### src/rtl/sched_pkg.sv
// Shared types and default sizing for the time-slice scheduler.
// State encoding and the OS slot number live here so the FSM and bench agree.
package sched_pkg;

    localparam int NUM_PROC_DEF = 8;
    localparam int PROC_W_DEF   = 6;
    localparam int QCNT_W_DEF   = 8;
    localparam int OS_PROC      = 0;

    typedef enum logic [2:0] {
        S_IDLE     = 3'd0,
        S_RUN      = 3'd1,
        S_PREEMPT  = 3'd2,
        S_SELECT   = 3'd3,
        S_DISPATCH = 3'd4
    } sched_state_t;

endpackage

### src/rtl/quantum_scheduler_rr_pick.sv
// Combinational round-robin picker: scans from 'start' upward with wrap, skipping slot 0.
module rr_pick
    import sched_pkg::*;
#(
    parameter int NUM_PROC = NUM_PROC_DEF,
    parameter int IDX_W    = $clog2(NUM_PROC)
) (
    input  logic [NUM_PROC-1:0] ready_mask,
    input  logic [IDX_W-1:0]    start,
    output logic [IDX_W-1:0]    winner,
    output logic                found
);

    int idx;

    always_comb begin
        winner = '0;
        found  = 1'b0;
        idx    = 0;
        for (int k = 0; k < NUM_PROC; k++) begin
            idx = int'(start) + k;
            if (idx >= NUM_PROC) begin
                idx = idx - NUM_PROC;
            end
            if (!found && idx != OS_PROC && ready_mask[idx]) begin
                found  = 1'b1;
                winner = IDX_W'(idx);
            end
        end
    end

endmodule

### src/rtl/quantum_scheduler.sv
// Time-slice round-robin scheduler: quantum counting, preemption request, next-process offer.
// Optional QSCHED_STATS_EN adds saturating swap_count / preempt_count outputs.
module quantum_scheduler
    import sched_pkg::*;
#(
    parameter int NUM_PROC = NUM_PROC_DEF,
    parameter int PROC_W   = PROC_W_DEF,
    parameter int QCNT_W   = QCNT_W_DEF,
    parameter int QUANTUM  = 16
) (
    input  logic                single_clk,
    input  logic                input_reset,
    input  logic                enable,
    input  logic [NUM_PROC-1:0] ready_mask,
    input  logic                proc_done,
    input  logic                preempt_ack,
    input  logic                swap_ack,
    input  logic                quantum_load,
    input  logic [QCNT_W-1:0]   quantum_val,
    output logic                preempt_req,
    output logic                next_valid,
    output logic [PROC_W-1:0]   next_proc,
    output logic [PROC_W-1:0]   cur_proc,
    output logic                idle
`ifdef QSCHED_STATS_EN
    ,
    output logic [15:0]         swap_count,
    output logic [15:0]         preempt_count
`endif
);

    localparam int IDX_W = $clog2(NUM_PROC);

    function automatic logic [QCNT_W-1:0] eff_quantum(input logic [QCNT_W-1:0] q);
        return (q == '0) ? QCNT_W'(1) : q;
    endfunction

`ifdef QSCHED_STATS_EN
    function automatic logic [15:0] sat_inc(input logic [15:0] v);
        return (v == 16'hFFFF) ? v : v + 16'd1;
    endfunction
`endif

    sched_state_t      state;
    logic [QCNT_W-1:0] qcnt;
    logic [QCNT_W-1:0] quantum_reg;
    logic [QCNT_W-1:0] q_active;

    logic [IDX_W-1:0]  cur_idx;
    logic [IDX_W-1:0]  start_idx;
    logic [IDX_W-1:0]  pick_idx;
    logic              pick_found;
    logic              user_ready;
    logic              expiry;

    assign cur_idx    = cur_proc[IDX_W-1:0];
    assign start_idx  = (int'(cur_idx) == NUM_PROC - 1) ? '0 : cur_idx + IDX_W'(1);
    assign user_ready = |ready_mask[NUM_PROC-1:1];
    assign expiry     = enable && (qcnt == q_active - QCNT_W'(1));

    rr_pick #(
        .NUM_PROC (NUM_PROC),
        .IDX_W    (IDX_W)
    ) u_rr_pick (
        .ready_mask (ready_mask),
        .start      (start_idx),
        .winner     (pick_idx),
        .found      (pick_found)
    );

    always_ff @(posedge single_clk or negedge input_reset) begin
        if (!input_reset) begin
            state         <= S_IDLE;
            qcnt          <= '0;
            quantum_reg   <= eff_quantum(QCNT_W'(QUANTUM));
            q_active      <= eff_quantum(QCNT_W'(QUANTUM));
            preempt_req   <= 1'b0;
            next_valid    <= 1'b0;
            next_proc     <= '0;
            cur_proc      <= '0;
            idle          <= 1'b1;
`ifdef QSCHED_STATS_EN
            swap_count    <= '0;
            preempt_count <= '0;
`endif
        end else begin
            // A new quantum is staged here and only picked up when a slice restarts.
            if (quantum_load) begin
                quantum_reg <= eff_quantum(quantum_val);
            end

            case (state)
                S_IDLE: begin
                    if (user_ready) begin
                        state <= S_SELECT;
                    end
                end

                S_RUN: begin
                    // proc_done outranks expiry: the hlt already traps to the OS.
                    if (proc_done || !ready_mask[cur_idx]) begin
                        state <= S_SELECT;
                    end else if (expiry) begin
                        state <= S_PREEMPT;
                    end else if (enable) begin
                        qcnt <= qcnt + QCNT_W'(1);
                    end
                end

                S_PREEMPT: begin
                    if (preempt_ack) begin
                        preempt_req <= 1'b0;
                        state       <= S_SELECT;
`ifdef QSCHED_STATS_EN
                        preempt_count <= sat_inc(preempt_count);
`endif
                    end else begin
                        preempt_req <= 1'b1;
                    end
                end

                S_SELECT: begin
                    if (pick_found) begin
                        next_proc  <= PROC_W'(pick_idx);
                        next_valid <= 1'b1;
                        state      <= S_DISPATCH;
                    end else begin
                        next_proc <= PROC_W'(OS_PROC);
                        idle      <= 1'b1;
                        state     <= S_IDLE;
                    end
                end

                S_DISPATCH: begin
                    if (swap_ack) begin
                        cur_proc   <= next_proc;
                        next_valid <= 1'b0;
                        qcnt       <= '0;
                        q_active   <= quantum_reg;
                        idle       <= 1'b0;
                        state      <= S_RUN;
`ifdef QSCHED_STATS_EN
                        swap_count <= sat_inc(swap_count);
`endif
                    end
                end

                default: begin
                    state <= S_IDLE;
                end
            endcase
        end
    end

endmodule

### config.mk
export PLATFORM = sky130hd
export DESIGN_NAME = quantum_scheduler
export DESIGN_NICKNAME = d
export VERILOG_FILES = /design/src/rtl/sched_pkg.sv /design/src/rtl/quantum_scheduler_rr_pick.sv /design/src/rtl/quantum_scheduler.sv
export SDC_FILE = /design/constraint.sdc
export NUM_CORES = 1
export LEC_CHECK = 0
export CORE_MARGIN = 1.5
export CORE_UTILIZATION = 42
export DETAILED_ROUTE_END_ITERATION = 8
export HOLD_SLACK_MARGIN = 0.02
export PLACE_DENSITY = 0.66
export SLEW_MARGIN = 5
export SYNTH_ARGS = -nofsm -noshare
export SYNTH_HDL_FRONTEND = slang
export SYNTH_SLANG_ARGS = --single-unit
### constraint.sdc
create_clock -name single_clk -period 3.2 [get_ports single_clk]
set_input_delay 0.64 -clock single_clk [delete_from_list [all_inputs] [get_ports single_clk]]
set_output_delay 0.64 -clock single_clk [all_outputs]
set_load 0.05 [all_outputs]
# Word-level counts from Yosys, hierarchy flattened
# Index checks and enable logic that the tools add are counted.
[word_totals]
in_bits = 23
output_inout_bits = 15
ff_bits = 42
wordCells = 173
[op_classes]
order_cmp = 17
add_sub_neg = 18
muxes = 71
n_eq_ne = 15
n_reduce_logical = 43
[op_table]
columns = ["operator", "n"]
rows = [
  ["less-than comparator 32 x 5 -> 1 bit, second input constant", 8],
  ["2-to-1 mux 32 bit", 8],
  ["nonzero test 32 bit", 8],
  [">= comparator 32 x 5 -> 1 bit, second input constant", 7],
  ["subtractor 32 x 5 -> 32 bit, second input constant", 7],
  ["2-to-1 mux 3 bit", 16],
  ["2-to-1 mux 8 bit", 5],
  ["2-to-1 mux 1 bit", 29],
  ["binary-select mux 1 bit (select 3 bit)", 9],
  ["adder 3 x 3 -> 4 bit, second input constant", 4],
  ["logical AND 1 bit", 16],
  ["inequality test 2 bit, second input constant", 8],
  ["case mux 8 bit (2 select lines)", 1],
  ["case mux 3 bit (5 select lines)", 1],
  ["adder 3 x 2 -> 4 bit, second input constant", 2],
  ["adder 8 x 1 -> 8 bit, second input constant", 1],
  ["== test 8 bit", 1],
  ["zero test 1 bit", 8],
  ["zero test 8 bit", 1],
  ["subtractor 8 x 1 -> 8 bit, second input constant", 1],
  ["OR reduction 7 bit", 1],
  ["== test 3 x 1 -> 1 bit, second input constant", 2],
  ["== test 3 x 2 -> 1 bit, second input constant", 2],
  ["AND reduction 3 bit", 2],
  ["14 further kinds", 16],
]

# Logic depth before layout (Yosys ltp)
# Gate-level depths: netlist (run 1).
[logic_depth]
word_depth = 39
mapped_depth = 14
depth_no_buf = 11

# Hierarchy
# From an unflattened synthesis (run 1), not the netlist that was laid out.
[hier_totals]
hier_cells = 305
hier_area_um2 = 2911.5
[by_module_without_submodules]
columns = ["module", "area_per_inst_um2", "n_inst", "cells_per_inst", "seq_area_each_um2"]
rows = [
  ["quantum_scheduler", 2057.0, 1, 207, 904.6],
  ["rr_pick", 854.6, 1, 98, 0.0],
]

# Worst setup path before layout (run 1)
# No wires, ideal clock.
[synth_path]
path_kind = "reg-to-reg"
start = "reg cur_proc[0]"
end = "reg next_proc[0]"
required_ns = 3.068
setup_ns = 0.132
synth_period_minus_slack_ns = 3.409
path_buffers = 0
path_stages_with_launch = 12
t_arrival_ns = 3.277
path_slack_ns = -0.209
path_cell_list = "dfrtp_1 ha_1 ha_1 inv_1 ha_1 or4b_2 a21oi_1 a211oi_2 and4_1 and3_1 nor4b_1 a31oi_1"
[synth_between]
elab_chain_cells = 38
word_cells_on_any_way = 105
classes_between = "16 x add/sub; 8 x order compare; 1 x eq/ne; 50 x mux; 30 x reduce/logical"
[synth_lines]
columns = ["item", "line", "source"]
rows = [
  ["start: declaration", "quantum_scheduler.sv:23", "output logic [PROC_W-1:0] cur_proc,"],
  ["start signal: assignment", "quantum_scheduler.sv:136", "cur_proc <= next_proc;"],
  ["adder 3 x 1 -> 3 bit / == test 3 x 1 -> 1 bit (equally long branches)", "quantum_scheduler.sv:57", "assign start_idx = (int'(cur_idx) == NUM_PROC - 1) ? '0 : cur_idx + IDX_W'(1);"],
  ["2-to-1 mux 3 bit *", "quantum_scheduler.sv:57", ""],
  ["branches (longest 35 deep; another with subtractor 32 x 5 -> 32 bit)", "-", ""],
  ["2-to-1 mux 3 bit *", "quantum_scheduler.sv:123", "if (pick_found) begin"],
  ["end signal: assignment", "quantum_scheduler.sv:124", "next_proc <= PROC_W'(pick_idx);"],
  ["end signal: assignment", "quantum_scheduler.sv:128", "next_proc <= PROC_W'(OS_PROC);"],
  ["end: declaration", "quantum_scheduler.sv:22", "output logic [PROC_W-1:0] next_proc,"],
]
# Every way passes the cells marked *. The select of a mux whose other input is x is not followed.
# A chain may end at the register's enable or synchronous reset.

# Worst setup path in the final report (run 1)
# Ends and elaborated chain as after synthesis.

==> metrics.csv, run 1 <==
metric,value,unit
status,"complete, no violations",
drt_wl_total,7100,µm
synth_flop_cell,dfrtp_1,
area_delta_synth_final,20.0,%
tns,0,ns
track_usage,0.194,
clock-root-buffer,clkbuf_8,
startpoint_type,register,
cp_max_fo,6,
synth_top_area_frac,0.274,
hold_viol_final,0,
slowest_delay,0.58,ns
ys_ff_latch,36,
grt-ovfl-total,0,
worst_pin_slew,0.772,ns
async_reset_ff_frac,1.00,
yosys_warnings,0,
worstSetupStartpoint,cur_proc[0]$_DFFE_PN0P_,
yosysTopAreaCell,dfrtp_1,
fp.dieW,87.8,µm
antenna_found_initial,0,
gp_congestion,0.927,
cpMaxStageDelayCell,or4b_2,
yosysSeqAreaShare,0.300,
insertion_delay,0.28,ns
drt_iter0_drc,185,
rows,30,
post-dp-hpwl,5380,µm
cts_tree,built,
postRouteAntennaNets,0,
synth_enable_flop_cells,0,
grt_pass1_wl,11900,µm
grt_max_degree,37,
synth_most_common_cell,nand2_1,
relSlewSlack,0.485,
r2r-start,cur_proc[0]$_DFFE_PN0P_,
port_buffers,31,
ys_types,78,
nets,412,
synth_cells,338,
diodes,0,
stdcell_count,471,
coreArea,0.00687,mm²
htree_num_levels,2,
crit_chain,"ha_2, ha_4, inv_1, ha_1, or4b_2, a21oi_1, a211oi_2, and4_1, and3_1, nor4b_2, a31oi_1",
hold_buffers,0,
cp.arrival,3.24,ns
io_pins,38,
drv_cap,0,
critPathKind,reg -> reg,
finalCriticalPeriod,3.08,ns
drive_gt1_frac,0.181,
dieArea,0.00770,mm²
min_period_over_period,0.963,
first_pass_iters,4,
clock_path_buffers,2,
netlist_area,0.00302,mm²
synth_area_leaders,"dfrtp_1 (27%), ha_1 (6.2%), nand2_1 (5.7%)",
path_clk_slew,0.07,ns
cts_buffers,5,
hold_path_class,in -> async,
dp.cells,462,
rsz0062_at_grt,true,
setup_violations,0,
drc_errors,0,
grt_pass1_vias,2457,
viasPerCell,5.61,
start_util,0.439,
fp.dieH,87.8,µm
nFillCells,633,
fmax,0.324,GHz
cts.sinks,36,
syn-mean-instance-area,8.92,µm²
crit_path_end_kind,register,
clock_skew,0.00402,ns
ys_top_cells_by_count,"nand2_1 (46), dfrtp_1 (33), nor2_1 (22)",
rrSetupSlack,0.12,ns
routedWlPerCell,15.1,µm
slew_viol_final,0,
critPathRequiredTime,3.36,ns
vias,2643,
==> worst max-delay path, delay by kind of cell, from the launching register on <==
family | cells | cell delay (ns)
simple gates | 4 | 1.29
fa+ha+maj | 3 | 0.84
flops | 1 | 0.40
compound gates | 3 | 0.33
buf+inv | 1 | 0.09
==> cells in the final DEF (no fill, tap or decap), types with 4 or more instances in the layout <==
master	Yosys	routed
nand2_1	46	46
clkdlybuf4s50_1	0	30
dfrtp_1	33	30
nor2_1	22	22
a21oi_1	17	17
mux2_2	15	15
o21ai_0	15	15
inv_1	13	13
ha_1	15	12
buf_4	6	12
mux2i_1	11	11
nand2b_1	9	9
nand3_1	7	7
xor2_1	7	7
nor3_1	8	7
conb_1	1	6
xnor2_1	5	5
clkbuf_8	0	5
nor4_1	4	4
and2_1	4	4
nand4_1	4	4
mux4_2	4	4
==> area by class of cell <==
class | instances | area [µm²] | area share
timing repair buffer | 44 | 415 | 0.115
sequential | 36 | 908 | 0.251
tap | 96 | 120 | 0.0332
inverter | 13 | 48.8 | 0.0135
clock inverter | 2 | 35.0 | 0.00968
clock buffer | 6 | 72.6 | 0.0200
multi-input combinational | 274 | 2020 | 0.558
==> logic make-up after synthesis <==
group / share of synthesized area
AND/OR/NAND/NOR: 0.233
AO/OA/AOI/OAI: 0.175
flip-flops: 0.300
buffers and inverters: 0.0547
multiplexers: 0.140
adder cells (fa/ha/maj): 0.0622
XOR/XNOR: 0.0348
other: 0.00124
==> metrics by stage <==
stage / area, µm² / util / hold slack [ns] / worst slack (ns)
after floorplan: 3060 / - / 0.344 / 0.0330
after global placement: 3470 / 0.505 / 0.445 / 0.134
after detailed placement: 3470 / 0.505 / 0.449 / 0.0222
after CTS: 3580 / 0.521 / 0.461 / 0.0617
after global routing: 3620 / 0.527 / 0.493 / 0.00388
final: 3620 / 0.527 / 0.430 / 0.117
==> path summary, 6_finish.rpt <==
check | end | cells past startpoint
max | next_proc[0]$_DFFE_PN0N_ | 11
min | preempt_req$_DFFE_PN0N_ | 1
max reg2reg | next_proc[0]$_DFFE_PN0N_ | 11
min reg2reg | q_active[2]$_DFFE_PN0P_ | 2
max in group asynchronous | cur_proc[1]$_DFFE_PN0P_ | 1
min in group single_clk | q_active[2]$_DFFE_PN0P_ | 2
==> what timing repair did <==
action	in CTS	in global routing
resized for setup	0	8
buffers inserted	0	1
setup endpoints to repair	0	5
==> per-layer routing <==
metal  up-vias  routed length [µm]  global-route usage
li1       1298                   -                   -
met1      1266                3560               0.295
met2        73                3110               0.290
met3         6                 367              0.0349
met4         0                  63              0.0332
met5         -                   0                   0
Power of run 1 is not shown: default switching activity piles up to over one toggle a cycle in this logic, so the estimate is an artifact.
==> run 2, diff against run 1 <==
- CTS_BUF_LIST: unset -> sky130_fd_sc_hd__clkbuf_16
==> run 2 against run 1 <==
- flip-flop and latch count stayed put
- largest cell class unchanged
- maximum frequency is 0.34% higher
- critical path depth stayed put
- die area stayed put
- design area is 1.6% higher
- first-iteration DRC count is 30% lower
- clock skew is 0.0025 ns lower
- hold slack better by 0.0071 ns
- register-to-register slack hardly changed
- routed wire length is 0.34% higher
- non-clock buffer count stayed put
- cell count stayed put
==> metrics.csv, run 2 (same netlist as run 1, synthesis figures left out) <==
metric,value,unit,change
tns,0,ns,unchanged
top_layer,met4,,
min_period_over_period,0.960,,-0.00326
grt_max_degree,37,,unchanged
finalCriticalPeriod,3.07,ns,-0.0104 ns
io_pins,38,,unchanged
grt_pass1_wl,12100,µm,+1.0%
clock_path_buffers,2,,unchanged
fp.dieH,87.8,µm,unchanged
rrSetupSlack,0.13,ns,about the same
crit_path_end_kind,register,,
diodes,0,,unchanged
cpMaxStageDelayCell,or4b_2,,
r2r-start,cur_proc[0]$_DFFE_PN0P_,,
viasPerCell,5.61,,unchanged
nFillCells,616,,-2.7%
critPathKind,reg -> reg,,
rr_worst_depth,11,,unchanged
coreArea,0.00687,mm²,unchanged
cts.sinks,36,,unchanged
cp_max_fo,6,,unchanged
rows,30,,unchanged
relSlewSlack,0.484,,-0.00159
post-dp-hpwl,5380,µm,unchanged
track_usage,0.198,,+0.00396
vias,2643,,unchanged
path_clk_slew,0.05,ns,-0.02 ns
startpoint_type,register,,
crit_end,next_proc[0]$_DFFE_PN0N_,,
drt_iter0_drc,130,,-30%
status,"complete, no violations",,
wl_met3,380,µm,+3.5%
first_pass_iters,4,,unchanged
cp.arrival,3.22,ns,-0.02 ns
slowest_delay,0.58,ns,about the same
grt-ovfl-total,0,,unchanged
start_util,0.439,,unchanged
final_common_cell,nand2_1,,
routedWlPerCell,15.1,µm,+0.34%
whs,0.437,ns,+0.00706 ns
fmax,0.325,GHz,+0.34%
clock-root-buffer,clkbuf_16,,
postRouteAntennaNets,0,,unchanged
rsz0062_at_grt,false,,
worstSetupStartpoint,cur_proc[0]$_DFFE_PN0P_,,
dieArea,0.00770,mm²,unchanged
gp_congestion,0.927,,unchanged
drv_cap,0,,unchanged
r2r-end,next_proc[0]$_DFFE_PN0N_,,
grt_pass1_vias,2462,,+0.20%
drive_gt1_frac,0.181,,unchanged
insertion_delay,0.27,ns,about the same
crit_chain,"ha_2, ha_4, inv_1, ha_1, or4b_2, a21oi_1, a211oi_2, and4_1, and3_1, nor4b_2, a31oi_1",,
routedLengthMet1,3470,µm,-2.4%
antenna_found_initial,0,,unchanged
cts_buffers,5,,unchanged
port_buffers,31,,unchanged
hold_buffers,0,,unchanged
mostFrequentLayoutCells,"nand2_1 (46), clkdlybuf4s50_1 (30), dfrtp_1 (30), nor2_1 (22), a21oi_1 (17)",,
drt_wl_total,7130,µm,+0.34%
worst_pin_slew,0.774,ns,+0.00238 ns
area_delta_synth_final,21.9,%,
fp.dieW,87.8,µm,unchanged
htree_num_levels,2,,unchanged
slew_viol_final,0,,unchanged
drc_errors,0,,unchanged
hold_path_class,in -> async,,
cts_tree,built,,
clock_skew,0.00154,ns,-0.00248 ns
critPathRequiredTime,3.35,ns,about the same
setup_violations,0,,unchanged
hold_viol_final,0,,unchanged
route.met2.wl,3210,µm,+3.1%
nets,412,,unchanged
-- run 2: through the flow --
step           std cells  area [µm²]  utilization  setup slack (ns)
5_1_grt              471        3680        0.535           0.00172
2_1_floorplan        343        3060            -            0.0330
3_3_place_gp         462        3470        0.505             0.134
4_1_cts              470        3630        0.529            0.0653
6_report             471        3680        0.535             0.128
3_5_place_dp         462        3470        0.505            0.0222
-- run 2: area by class of cell --
cell class,count,area [µm²],area share
clock buffer,5,125,0.0340
tap,96,120,0.0327
inverter,13,48.8,0.0133
timing repair buffer,44,415,0.113
multi-input combinational,274,2020,0.550
sequential,36,908,0.247
clock inverter,3,38.8,0.0105
-- run 2: critical path, delay by kind of cell (launching register included) --
kind / cells / cell delay, ns
buf+inv: 1 / 0.09
compound gates: 3 / 0.33
fa+ha+maj: 3 / 0.85
simple gates: 4 / 1.28
flops: 1 / 0.40
-- run 2: metal layers --
metal	track usage	vias up
li1	-	1303
met1	0.297	1269
met2	0.294	65
met3	0.0434	6
met4	0.0375	0
met5	0	-
-- run 2: worst min-delay path by stage --
stage	startpoint	to	slack [ns]
2_1_floorplan	input_reset	cur_proc[0]$_DFFE_PN0P_	0.34
3_3_place_gp	quantum_reg[4]$_DFFE_PN1P_	q_active[4]$_DFFE_PN1P_	0.45
3_5_place_dp	quantum_reg[2]$_DFFE_PN0P_	q_active[2]$_DFFE_PN0P_	0.45
4_1_cts	quantum_reg[2]$_DFFE_PN0P_	q_active[2]$_DFFE_PN0P_	0.46
5_1_grt	quantum_reg[4]$_DFFE_PN1P_	q_active[4]$_DFFE_PN1P_	0.49
6_report	input_reset	preempt_req$_DFFE_PN0N_	0.44
-- run 2: what timing repair did --
item | CTS | global route
hold endpoints to repair | 0 | 0
buffers inserted | 0 | 1
endpoints found under the setup margin | 0 | 5
gates resized for setup | 0 | 8
Power of run 2 is left out for the same reason.
